**src/rtl/run_pattern_tx_pkg.sv**
```systemverilog
// Shared definitions for the run-length pattern transmitter.
package run_pattern_tx_pkg;

    typedef enum logic [1:0] {
        ST_IDLE  = 2'd0,
        ST_FETCH = 2'd1,
        ST_SEND  = 2'd2
    } state_t;

    // Equal-bit streak length at which the detector must assert z.
    localparam int unsigned DETECT_LEN_DEF = 4;

    // Bits needed to hold a streak count of 0..len.
    function automatic int unsigned streak_width(input int unsigned len);
        return $clog2(len + 1);
    endfunction

endpackage

```
**src/rtl/run_pattern_tx_token_fifo.sv**
```systemverilog
// Token FIFO: synchronous, registered occupancy count, full/empty flags.
// Read data is the current head; a pop advances past it at the clock edge.
module token_fifo #(
    parameter int unsigned WIDTH = 5,
    parameter int unsigned DEPTH = 4
) (
    input  logic                   Clock,
    input  logic                   Reset,
    input  logic                   push,
    input  logic [WIDTH-1:0]       wdata,
    input  logic                   pop,
    output logic [WIDTH-1:0]       rdata,
    output logic                   full,
    output logic                   empty,
    output logic [$clog2(DEPTH):0] count
);

    localparam int unsigned AW = $clog2(DEPTH);
    localparam logic [AW:0] FULL_CNT = (AW + 1)'(DEPTH);

    logic [WIDTH-1:0] mem [DEPTH];
    logic [AW-1:0]    wr_ptr;
    logic [AW-1:0]    rd_ptr;
    logic             do_push;
    logic             do_pop;

    assign full    = (count == FULL_CNT);
    assign empty   = (count == '0);
    assign do_push = push && !full;
    assign do_pop  = pop && !empty;
    assign rdata   = mem[rd_ptr];

    // Pointer and occupancy bookkeeping; simultaneous push/pop keeps count.
    always_ff @(posedge Clock) begin
        if (Reset) begin
            wr_ptr <= '0;
            rd_ptr <= '0;
            count  <= '0;
        end else begin
            if (do_push) wr_ptr <= wr_ptr + 1'b1;
            if (do_pop)  rd_ptr <= rd_ptr + 1'b1;
            case ({do_push, do_pop})
                2'b10:   count <= count + 1'b1;
                2'b01:   count <= count - 1'b1;
                default: count <= count;
            endcase
        end
    end

    // Storage array; contents are don't-care while the FIFO is empty.
    always_ff @(posedge Clock) begin
        if (do_push) mem[wr_ptr] <= wdata;
    end

endmodule

```
**src/rtl/run_pattern_tx.sv**
```systemverilog
// Serial run-length pattern transmitter feeding a four-in-a-row detector.
// Tokens (bit, length) are buffered and expanded into one serial bit per
// tick; z_expect tracks what a correct detector must output for the stream.
module run_pattern_tx
    import run_pattern_tx_pkg::*;
#(
    parameter int unsigned CNT_W      = 4,
    parameter int unsigned DEPTH      = 4,
    parameter int unsigned DETECT_LEN = DETECT_LEN_DEF
) (
    input  logic             Clock,
    input  logic             Reset,
    input  logic             tick,
    input  logic             in_valid,
    output logic             in_ready,
    input  logic             in_bit,
    input  logic [CNT_W-1:0] in_len,
    output logic             w_out,
    output logic             w_valid,
    output logic             z_expect,
    output logic             run_done,
    output logic             busy
);

    localparam int unsigned SW  = streak_width(DETECT_LEN);
    localparam int unsigned CW  = $clog2(DEPTH) + 1;
    localparam logic [SW-1:0] DET_MAX = SW'(DETECT_LEN);
    localparam logic [CW-1:0] ONE_CNT = CW'(1);

    state_t           state;
    state_t           state_n;

    logic             cur_bit;
    logic [CNT_W-1:0] remain;
    logic [SW-1:0]    streak;
    logic [SW-1:0]    streak_n;

    logic             push;
    logic             pop;
    logic             emit;
    logic             last_bit;
    logic [CNT_W:0]   head;
    logic             head_bit;
    logic [CNT_W-1:0] head_len;
    logic             fifo_full;
    logic             fifo_empty;
    logic [CW-1:0]    fifo_count;

    assign push     = in_valid && !fifo_full;
    assign in_ready = !fifo_full;
    assign head_bit = head[CNT_W];
    assign head_len = head[CNT_W-1:0];
    assign last_bit = (remain == CNT_W'(1));
    assign busy     = (state != ST_IDLE) || !fifo_empty;

    token_fifo #(
        .WIDTH (CNT_W + 1),
        .DEPTH (DEPTH)
    ) u_fifo (
        .Clock (Clock),
        .Reset (Reset),
        .push  (push),
        .wdata ({in_bit, in_len}),
        .pop   (pop),
        .rdata (head),
        .full  (fifo_full),
        .empty (fifo_empty),
        .count (fifo_count)
    );

    // Next-state decode: pop in FETCH, emit in SEND on tick.
    always_comb begin
        state_n = state;
        pop     = 1'b0;
        emit    = 1'b0;
        case (state)
            ST_IDLE: begin
                if (!fifo_empty) state_n = ST_FETCH;
            end
            ST_FETCH: begin
                if (fifo_empty) begin
                    state_n = ST_IDLE;
                end else begin
                    pop = 1'b1;
                    if (head_len != '0) begin
                        state_n = ST_SEND;
                    end else if (fifo_count == ONE_CNT && !push) begin
                        // The discarded token was the last one buffered.
                        state_n = ST_IDLE;
                    end else begin
                        state_n = ST_FETCH;
                    end
                end
            end
            ST_SEND: begin
                if (tick) begin
                    emit = 1'b1;
                    if (last_bit) state_n = fifo_empty ? ST_IDLE : ST_FETCH;
                end
            end
            default: state_n = ST_IDLE;
        endcase
    end

    // Streak of equal emitted bits, saturating at the detect length.
    always_comb begin
        streak_n = streak;
        if (streak == '0 || cur_bit != w_out) begin
            streak_n = SW'(1);
        end else if (streak < DET_MAX) begin
            streak_n = streak + 1'b1;
        end
    end

    // State register.
    always_ff @(posedge Clock) begin
        if (Reset) state <= ST_IDLE;
        else       state <= state_n;
    end

    // Run counter, serial output and detector-expectation registers.
    always_ff @(posedge Clock) begin
        if (Reset) begin
            cur_bit  <= 1'b0;
            remain   <= '0;
            streak   <= '0;
            w_out    <= 1'b0;
            w_valid  <= 1'b0;
            z_expect <= 1'b0;
            run_done <= 1'b0;
        end else begin
            w_valid  <= emit;
            run_done <= emit && last_bit;
            if (pop) begin
                cur_bit <= head_bit;
                remain  <= head_len;
            end
            if (emit) begin
                w_out    <= cur_bit;
                if (remain != '0) remain <= remain - 1'b1;
                streak   <= streak_n;
                z_expect <= (streak_n >= DET_MAX);
            end
        end
    end

endmodule

```
**config.mk**
```make
export PLATFORM = sky130hd
export DESIGN_NAME = run_pattern_tx
export DESIGN_NICKNAME = d
export VERILOG_FILES = /design/src/rtl/run_pattern_tx_pkg.sv /design/src/rtl/run_pattern_tx_token_fifo.sv /design/src/rtl/run_pattern_tx.sv
export SDC_FILE = /design/constraint.sdc
export NUM_CORES = 1
export LEC_CHECK = 0
export BUFFER_PORTS_ARGS = -buffer_cell sky130_fd_sc_hd__buf_4
export CORE_MARGIN = 1.5
export CORE_UTILIZATION = 51
export CTS_CLUSTER_SIZE = 28
export DETAILED_ROUTE_END_ITERATION = 12
export GPL_ROUTABILITY_DRIVEN = 0
export HOLD_SLACK_MARGIN = 0.15
export PLACE_DENSITY = 0.7
export SYNTH_ARGS = -nofsm -noshare
export SYNTH_HDL_FRONTEND = slang
export SYNTH_SLANG_ARGS = --single-unit
```
**constraint.sdc**
```tcl
create_clock -name Clock -period 2.4 [get_ports Clock]
set_input_delay 0.24 -clock Clock [delete_from_list [all_inputs] [get_ports Clock]]
set_output_delay 0.24 -clock Clock [all_outputs]
set_load 0.05 [all_outputs]
```
==> results.yml, run 1 <==
clock_network:
  ctsHtreeMaxLevel: 2
  clk_latency_ns: 0.35
  clockRootBuffer: "clkbuf_4"
  cts_resized: 0
  cts_buffer_depth: 2
  cts.clk_slew.worst_paths_ns: 0.13
  numCtsBuffers: 5
  postCtsHoldBufs: 5
  cts_tree: "yes"
  cts_setup_buffers: 0
  cts.sink_count: 42
worst_setup_path:
  cp_top_family: "simple AND/OR/NAND/NOR gates"
  reg2reg_from: "u_fifo.count[0]"
  cp_data_arrival_time_ns: 2.33
  critPathRequiredTime_ns: 2.69
  end_kind: "register"
  critPathBufInv: 2
  worstPathMaxFanout: 9
  max_stage_delay_ns: 0.42
  crit_type: "register to register"
  cp_cell_sequence: "inv_1 > ha_1 > nand2b_1 > nand2_1 > inv_2 > ha_1 > or3_1 > a21oi_1"
  crit_top_cell: "ha_1"
  cp_slowest_cell: "dfxtp_1"
  start_kind: "register"
  crit_start: "u_fifo.count[0]"
yosys:
  yosys_warnings: 0
  ys.flop_type: "dfxtp_1"
  synthCells: 152
  synth.distinct_cells: 38
  netlist_top_cells_area: "edfxtp_1 33%, dfxtp_1 24%, ha_1 8.8%, mux4_2 3.7%, nor2_1 3.1%"
  synth.avg_cell_area_sq_um: 12.1
  synth_edf_count: 20
  synth_largest_area_cell: "edfxtp_1"
  syn_nets: 174
  synth_seq_cells: 42
  async_flop_share: 0
  seq_area_frac_synth: 0.565
  syn_area_sq_um: 1840
  synth_top_area_frac: 0.326
final_layout:
  syn2layout_area_growth_pct: 13.9
  antenna_cells: 0
  nNetsFinal: 198
  layout-drive-gt1-share: 0.158
  layout_commonest_cell: "dfxtp_1"
  fillers: 270
  final_cells: 223
  most-common-layout-cells: "22 x dfxtp_1, 20 x edfxtp_1, 15 x nor2_1, 15 x buf_4, 13 x ha_1"
global_route:
  grtUsageMet2: 0.307
  gr-total-overflow: 0
  grt_pass1_wl_microns: 5240
  grt.total_usage: 0.171
  grt_pass1_vias: 1209
  use_met1: 0.195
  antenna_found_initial: 0
  top_usage_layer: "met2"
  grt_max_degree: 21
  grtUsageMet3: 0.0321
timing:
  drv_slew: 0
  rsz0062_at_grt: "false"
  relSlewSlack: 0.689
  max_freq_mhz: 490
  fin_tns_setup_ns: 0
  fin_crit_ns: 2.04
  finalHoldViolations: 0
  fin_crit_sh: 0.850
  final-setup-viol-count: 0
  worst_pin_slew_ns: 0.460
  fin_skew_ns: 0.0140
floorplanning:
  pin_count: 15
  die-area_sq_um: 3980
  rows: 21
  fp.dieH_microns: 63.1
  start_util: 0.544
  core_sq_um: 3390
  dieWidth_microns: 63.1
power:
  cell_internal_pwr_mw: 1.24
  switching_power_mw: 0.681
  combPwrFrac: 0.333
  leakagePower_nw: 0.788
  power_density_nw_per_um2: 916
  seqPwrFrac: 0.491
  p_clk_frac: 0.176
  p_sw_frac: 0.354
  irDropWorstVdd_mv: 0.515
routing:
  wirelength_microns: 3120
  drc_errors: 0
  wl_per_cell_microns: 14.0
  drt_iter0_drc: 67
  ant_nets: 0
  drtPass1Iterations: 4
  vias_per_cell: 5.37
  vias: 1197
place:
  dp.cells: 210
  port_buffers: 14
  hpwl_microns: 2320
flow_run:
  maxCapViolations: 0
status:
  status: "complete, no violations"
min_path:
  hold_path.startpoint: "Reset"
  hold_class: "input port to register"
-- kinds of logic after synthesis --
logic type	Yosys count	synth area share
simple gates	44	0.122
mux	6	0.0706
flops	42	0.565
buf+inv	15	0.0346
fa+ha+maj	13	0.0883
xor+xnor	7	0.0333
compound gates	25	0.0869
-- final timing paths --
path	endpoint	slack, ns	cells after the start
hold reg to reg	w_out	0.50	2
hold / removal	w_out	0.21	2
setup reg to reg	u_fifo.count[2]	0.36	8
setup / recovery	u_fifo.count[2]	0.36	8
-- layout make-up --
type	count	area, sq um	share of cell area
Clock buffer	6	41.3	0.0197
Inverter	12	45.0	0.0215
Tap cell	46	57.6	0.0274
Clock inverter	2	13.8	0.00656
Sequential cell	42	1040	0.496
Timing Repair Buffer	20	163	0.0775
Multi-Input combinational cell	95	738	0.352
-- flip-flops by register name (all words and copies together), names as in the netlist, 2 cells and up, named ones only --
| name | count |
|---|---|
| state | 2 |
| u_fifo.wr_ptr | 2 |
| streak | 3 |
| u_fifo.rd_ptr | 2 |
| remain | 4 |
| u_fifo.mem | 20 |
| u_fifo.count | 3 |
-- cells in the mapped netlist (all sizes together), types with 2 or more instances --
| library cell | number |
|---|---|
| nor2 | 15 |
| dfxtp | 22 |
| nor3 | 2 |
| edfxtp | 20 |
| inv | 12 |
| mux4 | 5 |
| a22oi | 2 |
| or3 | 4 |
| and2 | 4 |
| a31oi | 2 |
| a21oi | 11 |
| a21o | 2 |
| a221oi | 2 |
| xnor2 | 4 |
| xor2 | 3 |
| ha | 13 |
| clkbuf | 2 |
| nand2 | 10 |
-- per-stage QoR --
step	hold slack, ns	instance area [sq um]	setup slack [ns]	total power, mW	util
global route	0.201	2100	0.175	2.04	0.619
floorplan	0.320	1840	0.441	1.45	-
detailed placement	0.443	1990	0.396	1.60	0.588
finish	0.209	2100	0.360	1.92	0.619
CTS	0.192	2100	0.365	1.94	0.619
global placement	0.438	1990	0.471	1.56	0.588
-- layer usage --
metal / part of all wire / routed length (microns) / vias up
li1: - / - / 593
met1: 0.43 / 1330 / 573
met2: 0.52 / 1620 / 24
met3: 0.033 / 104 / 7
met4: 0.020 / 63 / 0
met5: 0 / 0 / -
-- power by group through the flow --
stage,Clock (mW),Sequential (mW),Combinational (mW)
after global placement,0,0.953,0.612
after detailed placement,0,0.960,0.635
after global routing,0.380,0.958,0.704
after floorplan,0,0.931,0.519
final,0.338,0.944,0.641
after CTS,0.348,0.943,0.645
No activity file was read; power rests on OpenSTA's default activity.
==> inputs of run 2 (changes only) <==
--- a/config.mk
+++ b/config.mk
@@ -14,4 +14,5 @@
 export HOLD_SLACK_MARGIN = 0.15
 export PLACE_DENSITY = 0.7
+export REMOVE_ABC_BUFFERS = 1
 export SYNTH_ARGS = -nofsm -noshare
 export SYNTH_HDL_FRONTEND = slang
==> constraint.sdc (replaced) <==
create_clock -name Clock -period 2.4 [get_ports Clock]
set_input_delay 0.24 -clock Clock [delete_from_list [all_inputs] [get_ports Clock]]
set_output_delay 0.24 -clock Clock [all_outputs]
set_load 0.005 [all_outputs]
==> run 2 against run 1 <==
Effect of this change:
- die area unchanged
- register-to-register slack worse by 0.03 ns
- clock skew down 0.011 ns
- via count down 0.75%
- sequential share of layout area down 0.64 points
- worst setup slack worse by 0.033 ns
- count of clock-buffer cells in the layout down 1
- largest power group unchanged
==> results.yml, run 2 (synthesis gave the netlist of run 1 again) <==
worst_setup_path:
  reg2reg_from: "u_fifo.count[0]"
  start_kind: "register"
  critPathBufInv: 2
  cp_data_arrival_time_ns: 2.36
  worstPathMaxFanout: 9
  crit_top_cell: "ha_1"
  crit_type: "register to register"
  worst_r2r_endpoint: "u_fifo.count[2]"
  r2r_slack_ns: 0.33
  cp_top_family: "simple AND/OR/NAND/NOR gates"
  cp_slowest_cell: "dfxtp_1"
  crit_start: "u_fifo.count[0]"
  max_stage_delay_ns: 0.41
  crit_end: "u_fifo.count[2]"
  crit_cells: 8
  critPathRequiredTime_ns: 2.68
  cp_cell_sequence: "inv_1 > ha_1 > nand2b_1 > nand2_1 > inv_2 > ha_1 > or3_1 > a21oi_1"
  end_kind: "register"
  r2r_cells: 8
timing:
  rsz0062_at_grt: "false"
  fin_crit_sh: 0.864
  fin_tns_setup_ns: 0
  relSlewSlack: 0.691
  max_freq_mhz: 482
  worst_pin_slew_ns: 0.462
  fin_crit_ns: 2.07
  final-setup-viol-count: 0
  drv_slew: 0
  finalHoldViolations: 0
  fin_skew_ns: 0.00341
clock_network:
  cts.clk_slew.worst_paths_ns: 0.12
  clk_latency_ns: 0.34
  cts_buffer_depth: 2
  clockRootBuffer: "clkbuf_4"
  cts_resized: 0
  ctsHtreeMaxLevel: 2
  numCtsBuffers: 5
  cts_setup_buffers: 0
  cts.sink_count: 42
  cts_tree: "yes"
floorplanning:
  start_util: 0.544
  fp.dieH_microns: 63.1
  pin_count: 15
  core_sq_um: 3390
  dieWidth_microns: 63.1
  die-area_sq_um: 3980
  rows: 21
routing:
  wirelength_microns: 3050
  drc_errors: 0
  drt_iter0_drc: 90
  ant_nets: 0
  vias_per_cell: 5.33
  wl_per_cell_microns: 13.7
  drtPass1Iterations: 4
  vias: 1188
final_layout:
  largest_reg_flops: 20
  final_util: 0.628
  layout_commonest_cell: "dfxtp_1"
  most-common-layout-cells: "22 x dfxtp_1, 20 x edfxtp_1, 15 x nor2_1, 15 x buf_4, 13 x ha_1"
  syn2layout_area_growth_pct: 15.4
  regMostFlops: "u_fifo.mem"
  layout-drive-gt1-share: 0.164
  antenna_cells: 0
  reg_top3: "u_fifo.mem x20, remain x4"
  nNetsFinal: 198
global_route:
  grt_pass1_vias: 1186
  gr-total-overflow: 0
  grt_max_degree: 21
  grt.total_usage: 0.177
  antenna_found_initial: 0
  grt_pass1_wl_microns: 5320
flow_run:
  maxCapViolations: 0
power:
  power_density_nw_per_um2: 924
  irDropWorstVdd_mv: 0.551
  leakagePower_nw: 0.793
status:
  status: "complete, no violations"
place:
  port_buffers: 14
  hpwl_microns: 2270
min_path:
  hold_class: "input port to register"
==> run 2: cell types whose count changed in the layout (fill, tap and decap cells not counted), sizes merged <==
cell      before  now
clkbuf         6    5
clkinv         2    0
clkinvlp       0    2
bufinv         0    1
==> run 2: how the worst min path moves through the flow <==
| stage | start | endpoint | slack, ns | depth (start not counted) |
|---|---|---|---|---|
| 2_1_floorplan | Reset | cur_bit | 0.31 | 1 |
| 3_3_place_gp | in_len[0] | u_fifo.mem[0][0] | 0.44 | 1 |
| 3_5_place_dp | in_len[0] | u_fifo.mem[3][0] | 0.44 | 1 |
| 4_1_cts | Reset | u_fifo.count[2] | 0.21 | 2 |
| 5_1_grt | Reset | state[1] | 0.21 | 2 |
| 6_report | Reset | cur_bit | 0.23 | 2 |
==> run 2: cell type report <==
cell class | count | area [sq um]
clock inverter | 3 | 45.0
inverter | 12 | 45.0
timing repair buffer | 20 | 163
clock buffer | 5 | 37.5
sequential | 42 | 1040
multi-input combinational | 95 | 738
fill | 257 | 1260
tap | 46 | 57.6
==> run 2: power by group <==
part	leakage (nW)	total, mW	internal (mW)	switching [mW]
logic	0.393	0.579	0.274	0.305
clock network	0.0374	0.448	0.219	0.229
registers	0.362	0.939	0.853	0.0857
==> run 2: repair_timing <==
| action | 4_1_cts | 5_1_grt |
|---|---|---|
| setup endpoints to repair | 0 | 0 |
| endpoints found under the hold margin | 20 | 0 |
| hold buffers | 5 | 0 |
==> run 2: metrics by stage <==
stage / hold slack (ns) / instances / setup slack [ns] / area, sq um / power [mW]
floorplan: 0.309 / 149 / 0.442 / 1820 / 1.35
global placement: 0.438 / 210 / 0.470 / 1990 / 1.48
detailed placement: 0.443 / 210 / 0.353 / 1990 / 1.53
CTS: 0.213 / 223 / 0.330 / 2130 / 1.98
global route: 0.214 / 223 / 0.173 / 2130 / 2.09
finish: 0.225 / 223 / 0.327 / 2130 / 1.97
==> run 2: per-layer routing <==
metal  share of wire  GRT usage  up-vias
li1                -          -      596
met1            0.44      0.200      561
met2            0.52      0.305       25
met3           0.035     0.0482        6
met4           0.013     0.0889        0
met5               0          0        -
